**src/rtl/piso_pkg.sv**
```systemverilog
// rtl/piso_pkg.sv - shared encodings and defaults for the parallel-in serial-out word buffer
package piso_pkg;

  localparam int WIDTH_DEF = 32;
  localparam int DEPTH_DEF = 64;
  localparam int AW_DEF    = 6;

  localparam logic OP_WR = 1'b0;
  localparam logic OP_RD = 1'b1;

  typedef enum logic [1:0] {
    IDLE   = 2'd0,
    ACK    = 2'd1,
    SHIFT  = 2'd2,
    COMMIT = 2'd3
  } state_t;

endpackage

```
**src/rtl/piso_word_fifo.sv**
```systemverilog
// rtl/piso_word_fifo.sv - DEPTH x WIDTH word store with wrapping pointers and occupancy count
module piso_word_fifo #(
  parameter int WIDTH = 32,
  parameter int DEPTH = 64,
  parameter int AW    = 6
) (
  input  logic             clk,
  input  logic             reset,
  input  logic             push,
  input  logic             pop,
  input  logic [WIDTH-1:0] wr_data,
  output logic [WIDTH-1:0] rd_data,
  output logic [AW:0]      count,
  output logic             full,
  output logic             empty
);

  logic [WIDTH-1:0] mem [DEPTH];
  logic [AW-1:0]    wr_ptr;
  logic [AW-1:0]    rd_ptr;
  logic             do_push;
  logic             do_pop;

  // Strobes are guarded here as well, so a stray push when full or pop when empty is harmless.
  assign do_push = push && !full;
  assign do_pop  = pop && !empty;
  assign full    = (count == (AW+1)'(DEPTH));
  assign empty   = (count == '0);
  assign rd_data = mem[rd_ptr];

  // Storage array; contents are not reset.
  always_ff @(posedge clk) begin
    if (do_push) begin
      mem[wr_ptr] <= wr_data;
    end
  end

  // Pointers wrap naturally at DEPTH = 2**AW; count tracks net pushes minus pops.
  always_ff @(posedge clk) begin
    if (!reset) begin
      wr_ptr <= '0;
      rd_ptr <= '0;
      count  <= '0;
    end else begin
      if (do_push) begin
        wr_ptr <= wr_ptr + 1'b1;
      end
      if (do_pop) begin
        rd_ptr <= rd_ptr + 1'b1;
      end
      unique case ({do_push, do_pop})
        2'b10:   count <= count + 1'b1;
        2'b01:   count <= count - 1'b1;
        default: ;
      endcase
    end
  end

endmodule

```
**src/rtl/piso_buf_256b.sv**
```systemverilog
// rtl/piso_buf_256b.sv - 64 x 32-bit word buffer: parallel write, LSB-first serial read
module piso_buf_256b
  import piso_pkg::*;
#(
  parameter int WIDTH = WIDTH_DEF,
  parameter int DEPTH = DEPTH_DEF,
  parameter int AW    = AW_DEF
) (
  input  logic             clk,
  input  logic             reset,
  input  logic             val_op,
  input  logic             op,
  input  logic [WIDTH-1:0] pin,
  output logic             op_ack,
  output logic             op_commit,
  output logic             op_err,
  output logic             sout,
  output logic             sout_val,
  output logic [AW:0]      count
);

  localparam int BW = $clog2(WIDTH);

  state_t           state;
  state_t           next_state;
  logic             op_q;
  logic [WIDTH-1:0] shift_q;
  logic [BW-1:0]    bit_cnt;
  logic             push;
  logic             pop;
  logic             ack_err;
  logic             full;
  logic             empty;
  logic [WIDTH-1:0] rd_data;

  piso_word_fifo #(
    .WIDTH(WIDTH),
    .DEPTH(DEPTH),
    .AW   (AW)
  ) u_fifo (
    .clk    (clk),
    .reset  (reset),
    .push   (push),
    .pop    (pop),
    .wr_data(pin),
    .rd_data(rd_data),
    .count  (count),
    .full   (full),
    .empty  (empty)
  );

  // State register; reset aborts any transaction in flight without a commit.
  always_ff @(posedge clk) begin
    if (!reset) begin
      state <= IDLE;
    end else begin
      state <= next_state;
    end
  end

  // Next-state decode plus the one-cycle FIFO strobes issued from ACK.
  always_comb begin
    next_state = state;
    push       = 1'b0;
    pop        = 1'b0;
    ack_err    = 1'b0;
    unique case (state)
      IDLE: begin
        if (val_op) begin
          next_state = ACK;
        end
      end
      ACK: begin
        next_state = COMMIT;
        if (op_q == OP_WR) begin
          if (full) ack_err = 1'b1;
          else      push    = 1'b1;
        end else begin
          if (empty) begin
            ack_err = 1'b1;
          end else begin
            pop        = 1'b1;
            next_state = SHIFT;
          end
        end
      end
      SHIFT: begin
        if (bit_cnt == BW'(WIDTH - 1)) begin
          next_state = COMMIT;
        end
      end
      COMMIT: begin
        next_state = IDLE;
      end
      default: next_state = IDLE;
    endcase
  end

  // Datapath and registered outputs, all derived from the state being entered.
  always_ff @(posedge clk) begin
    if (!reset) begin
      op_q      <= OP_WR;
      shift_q   <= '0;
      bit_cnt   <= '0;
      op_ack    <= 1'b0;
      op_commit <= 1'b0;
      op_err    <= 1'b0;
      sout      <= 1'b0;
      sout_val  <= 1'b0;
    end else begin
      if (state == IDLE && val_op) begin
        op_q <= op;
      end
      if (pop) begin
        shift_q <= rd_data >> 1;
        bit_cnt <= '0;
      end else if (state == SHIFT) begin
        shift_q <= shift_q >> 1;
        bit_cnt <= bit_cnt + 1'b1;
      end
      op_ack    <= (next_state == ACK);
      op_commit <= (next_state == COMMIT);
      op_err    <= ack_err;
      sout_val  <= (next_state == SHIFT);
      sout      <= pop ? rd_data[0]
                 : ((state == SHIFT && next_state == SHIFT) ? shift_q[0] : 1'b0);
    end
  end

endmodule

```
**config.mk**
```make
export PLATFORM = sky130hd
export DESIGN_NAME = piso_buf_256b
export DESIGN_NICKNAME = d
export VERILOG_FILES = /design/src/rtl/piso_pkg.sv /design/src/rtl/piso_word_fifo.sv /design/src/rtl/piso_buf_256b.sv
export SDC_FILE = /design/constraint.sdc
export NUM_CORES = 2
export LEC_CHECK = 0
export ABC_AREA = 1
export BUFFER_PORTS_ARGS = -buffer_cell sky130_fd_sc_hd__buf_4
export CORE_ASPECT_RATIO = 0.6
export CORE_UTILIZATION = 60
export DETAILED_ROUTE_END_ITERATION = 7
export PLACE_DENSITY = 0.78
export SKIP_CTS_REPAIR_TIMING = 1
export SYNTH_ARGS = -nofsm -noshare
export SYNTH_HDL_FRONTEND = slang
export SYNTH_SLANG_ARGS = --single-unit
```
**constraint.sdc**
```tcl
create_clock -name clk -period 5.27 [get_ports clk]
set_clock_uncertainty 0.1 [all_clocks]
set_input_delay 1.054 -clock clk [delete_from_list [all_inputs] [get_ports clk]]
set_output_delay 1.054 -clock clk [all_outputs]
set_load 0.01 [all_outputs]
```
# Word-level counts from Yosys, hierarchy flattened
# Memories as Yosys holds them, arrays and structs flattened. A register that Yosys moved wholly into a read port is not among the register bits.
# Cells that the tools add are included.
# W data, S select, Z words.
# classes
bitwise	1
reduce_logical	12
n_addsub	5
eq_ne	10
mux	23
# op_table
operator	n
$mux W31	2
$mux W1	15
$pmux W7 S2	1
$add A6 B1 Y6 const B	2
$mux W6	2
$eq A2 B2 Y1 const B	5
$pmux W2 S4	1
$add A7 B1 Y7 const B	1
$eq A7 B7 Y1 const B	1
$logic_not A7 Y1	1
$sub A7 B1 Y7 const B	1
$eq A2 B1 Y1 const B	3
$add A5 B1 Y5 const B	1
$eq A5 B5 Y1 const B	1
$logic_and A1 B1 Y1	4
$mux W2	2
$reduce_bool A2 Y1	2
$logic_not A1 Y1	2
$logic_not A2 Y1	1
$reduce_and A2 Y1	1
$reduce_or A2 Y1	1
$not A1 Y1	1
# totals
wordCells	64
memories	1
register_bits	63
inputBits	36
ramBits	2048
# memory_table
memory	depth	word_bits	read_ports	rd_ports_with_merged_regs	write_ports	line	source
u_fifo.mem	64	32	1	1	1	piso_word_fifo.sv:18	logic [WIDTH-1:0] mem [DEPTH];

# Depth between registers and ports, before layout
# logic_depth
depth_word	8
mapped_depth	21
depth_no_buf	19

# Modules after synthesis
# Synthesis repeated with hierarchy kept, for this count alone.
# hier_totals
hier_cells	7165
hier_area_um2	85230.5
# modules_own_cells
module	n_inst	area_per_inst_um2	cells_per_inst	seq_area_each_um2
piso_word_fifo	1	83352.4	6919	61999.5
piso_buf_256b	1	1878.1	246	880.8

# Worst setup path before layout
# OpenSTA, ideal clock, no wires.
# synth_path
path_kind	register to register
startpoint	register u_fifo.count[1]
endpoint	memory u_fifo.mem[23][0], enable pin
path_slack_ns	1.221
arrival_ns	3.488
stages_incl_launch_ff	10
n_path_buf	1
period_less_slack_ns	4.049
setup_ns	0.461
cell_sequence	dfxtp_1 > inv_1 > nand2_1 > nor2_1 > a31oi_1 > nand2_1 > buf_2 > nor2_1 > nand2_1 > nor3_1
# synth_via
elab_chain_cells	7
# synth_rtl
item	line	source
start: declaration	piso_word_fifo.sv:13	output logic [AW:0] count,
start signal: assignment	piso_word_fifo.sv:52	2'b10: count <= count + 1'b1;
start signal: assignment	piso_word_fifo.sv:53	2'b01: count <= count - 1'b1;
$eq A7 B7 Y1 (*)	piso_word_fifo.sv:27	assign full = (count == (AW+1)'(DEPTH));
$mux W1	piso_buf_256b.sv:76	if (full) ack_err = 1'b1;
$mux W1	piso_buf_256b.sv:75	if (op_q == OP_WR) begin
$mux W1	piso_buf_256b.sv:67	unique case (state)
$logic_and A1 B1 Y1 (*)	piso_word_fifo.sv:25	assign do_push = push && !full;
$mux W1 (*)	piso_word_fifo.sv:33	if (do_push) begin
$mux W1 (implied by the code) (*)	piso_word_fifo.sv:34	mem[wr_ptr] <= wr_data;
end: declaration	piso_word_fifo.sv:18	
# Mark *: on every way between the ends. The rest lies on a longest branch, timed or not.

# Worst setup path in the final report
# layout_path
startpoint	register u_fifo.count[1]
endpoint	memory u_fifo.mem[5][27], enable pin
# The elaborated chain is that of the path after synthesis.

==> flow_metrics.tcl <==
set metrics [dict create \
    drive_gt1_share_pct 7.06 \
    critPathMaxFanout 18 \
    grt_max_degree 187 \
    cts_tree "done" \
    drtIter0Drc 10700 \
    cts_buffers 177 \
    portBuffers 47 \
    ys_seq_elements 2117 \
    synth_area_um2 85100 \
    critPathLaunch "u_fifo.count[1]$_SDFFE_PN0P_" \
    ys_types 26 \
    core_um2 140000 \
    swShare_pct 25.3 \
    period_share_pct 70.8 \
    grt_use_total_pct 32.9 \
    grt_pass1_vias 53600 \
    vias 58300 \
    io_pins 48 \
    gr-total-overflow 0 \
    worst_slew_pin_slew_ps 1350 \
    synthCells 7140 \
    combPwrFrac_pct 10.5 \
    synth_nets 7186 \
    die-area_um2 143000 \
    detail_route.first_pass.iterations 8 \
    r2r_slack_ps 1540 \
    total_power_w 0.0355 \
    status "finished, final reports clean" \
    clk_pin_slew_worst_paths_ps 60 \
    ir_drop_mv 0.346 \
    row_count 106 \
    critPathKind "reg -> reg" \
    routed_via_density 6.44 \
    die_x_um 488 \
    cts_buffer_depth 3 \
    drv_slew 0 \
    ant_nets 0 \
    grt_setup_unrepaired "no" \
    wl_per_cell_um 26.1 \
    clk_latency_ps 810 \
    end_kind "flop" \
    worstSetupEndpoint "u_fifo.mem[5][27]$_DFFE_PP_" \
    power.switching_w 0.00898 \
    max_stage_delay_ps 950 \
    layoutNonFillerInstCount 9064 \
    area_growth_pct 9.19 \
    root_buffer "clkbuf_16" \
    initial_core_util_pct 60.8 \
    hold_violations 0 \
    reg2regPathDepth 10 \
    leakagePower_nw 32.2 \
    crit_path_cell_trace "inv_1, nand2_1, nor2_1, a31oi_1, nand2_1, buf_4, nor2_1, nand3_1, nor2_4, buf_4" \
    cp-start-kind "flop" \
    tns_ps 0 \
    r2r_start "u_fifo.count[1]$_SDFFE_PN0P_" \
    p_int_w 0.0266 \
    fp.dieH_um 294 \
    synth-seq-area-share_pct 73.9 \
    route.detailed.drc 0 \
    dp.cells 8742 \
    fin_crit_ps 3730 \
    fmax_mhz 268 \
    reg2reg_to "u_fifo.mem[5][27]$_DFFE_PP_" \
    slowest_stage "nor2_4" \
    maxCapViolCount 0 \
    antenna_found_initial 7 \
    clkPwrFrac_pct 36.3 \
    pwr-share-seq_pct 53.2 \
    grt_pass1_wl_um 346000 \
    power-per-cell-area_nw_per_um2 382 \
    wirelength_um 237000 \
    layout.nets 7077 \
    worstHoldPathType "reg -> reg" \
    cts_num_sinks 2117 \
    dpl.hpwl_um 128000 \
    relSlewSlack_pct 9.76 \
    worstPathRequired_ps 5650 \
    avgSynthCellArea_um2 11.9 \
    cts_max_level 4 \
    cp_data_arrival_time_ps 4110 \
    yosysWarnings 0 \
    setup_viol 0 \
    globalplace.congestion 0.896 \
]
-- synthesized netlist by cell type --
library cell	number	share of area, %
inv_1	92	0.41
xor2_1	9	0.093
buf_4	53	0.47
nand4_1	7	0.051
nor2_1	111	0.49
nor3_1	11	0.065
nand3b_1	1	0.0088
o211ai_1	2	0.018
nand2_1	2200	9.7
edfxtp_1	2048	72
o21a_1	2	0.018
ha_1	10	0.15
and3_1	2	0.015
o22ai_1	11	0.081
nand3_1	1898	11
nor2_2	1	0.0074
inv_2	6	0.026
a21oi_1	91	0.54
buf_1	35	0.15
clkbuf_1	123	0.54
dfxtp_1	69	1.6
o21ai_0	67	0.39
buf_2	257	1.5
clkbuf_2	1	0.0059
o21ai_1	32	0.19
a31oi_1	1	0.0074
-- cell families after synthesis --
group	synth area share, %
xor gates and xnor gates	0.0926
and+or+nand+nor	21.5
AOI/OAI and AO/OA	1.24
buffers and inverters	3.11
DFF	73.9
adders and majority gates	0.147
-- metrics by stage --
step | hold WS [ps] | area, um2 | util [%] | setup slack, ps
2_1_floorplan | 345 | 85100 | - | 1220
4_1_cts | 376 | 92900 | 66.3 | 1700
3_5_place_dp | 367 | 87400 | 62.4 | 1720
6_report | 380 | 92900 | 66.3 | 1540
3_3_place_gp | 355 | 87400 | 62.4 | 1650
5_1_grt | 415 | 92900 | 66.3 | 1380
-- critical path, delay by kind of cell, from the launching register on --
kind	cells	cell delay [ps]
simple gates	6	1920
buf+inv	3	690
flops	1	460
compound gates	1	200
-- worst min path at each step --
| stage | depth (start not counted) | endpoint | start |
|---|---|---|---|
| 2_1_floorplan | 2 | bit_cnt[4]$_SDFFE_PP0P_ | bit_cnt[4]$_SDFFE_PP0P_ |
| 3_3_place_gp | 2 | bit_cnt[4]$_SDFFE_PP0P_ | bit_cnt[4]$_SDFFE_PP0P_ |
| 3_5_place_dp | 2 | bit_cnt[4]$_SDFFE_PP0P_ | bit_cnt[4]$_SDFFE_PP0P_ |
| 4_1_cts | 2 | bit_cnt[4]$_SDFFE_PP0P_ | bit_cnt[4]$_SDFFE_PP0P_ |
| 5_1_grt | 2 | flop | u_fifo.rd_ptr[5]$_SDFFE_PN0P_ |
| 6_report | 2 | bit_cnt[4]$_SDFFE_PP0P_ | bit_cnt[4]$_SDFFE_PP0P_ |
-- layout make-up --
type / instances / area (um2)
clock buffers: 213 / 4610
inverters: 98 / 395
well taps: 1890 / 2360
repair buffers: 181 / 1710
diodes: 2 / 5.00
flip-flops and latches: 2117 / 62900
clock inverters: 107 / 895
multi-input cells: 4456 / 20000
fillers: 9794 / 47100
-- sequential cells by signal, summed over array words and instances (netlist names), 2 cells and up, named ones only --
name and count:
bit_cnt 5, shift_q 31, u_fifo.count 7, u_fifo.rd_ptr 6, u_fifo.wr_ptr 6, state 2, u_fifo.mem 2048
-- metal layers --
layer / share of wire, % / vias to the layer above / track usage [%]
met1: 39 / 28000 / 50.6
met2: 41 / 4763 / 44.4
met5: 0.0084 / - / 0
met3: 17 / 417 / 10.5
met4: 2.7 / 4 / 10.3
li1: - / 25100 / -
-- layout by cell type (no fill, tap or decap), drive strengths merged, types with 7 or more instances in the layout --
master / instances
a21oi: 91
buf: 181
bufinv: 12
clkbuf: 213
clkinv: 84
dfxtp: 69
edfxtp: 2048
ha: 10
inv: 105
nand2: 2200
nand3: 1898
nand4: 7
nor2: 112
nor3: 11
o21ai: 99
o22ai: 11
xor2: 9
-- power groups by stage --
| stage | combinational (W) | sequential [W] | clock, W |
|---|---|---|---|
| final | 0.00374 | 0.0189 | 0.0129 |
| after global routing | 0.00405 | 0.0189 | 0.0135 |
| after CTS | 0.00362 | 0.0189 | 0.0129 |
| after detailed placement | 0.00359 | 0.0193 | 0 |
| after global placement | 0.00350 | 0.0192 | 0 |
| after floorplan | 0.00230 | 0.0192 | 0 |
Power figures use the tool's default switching activity.
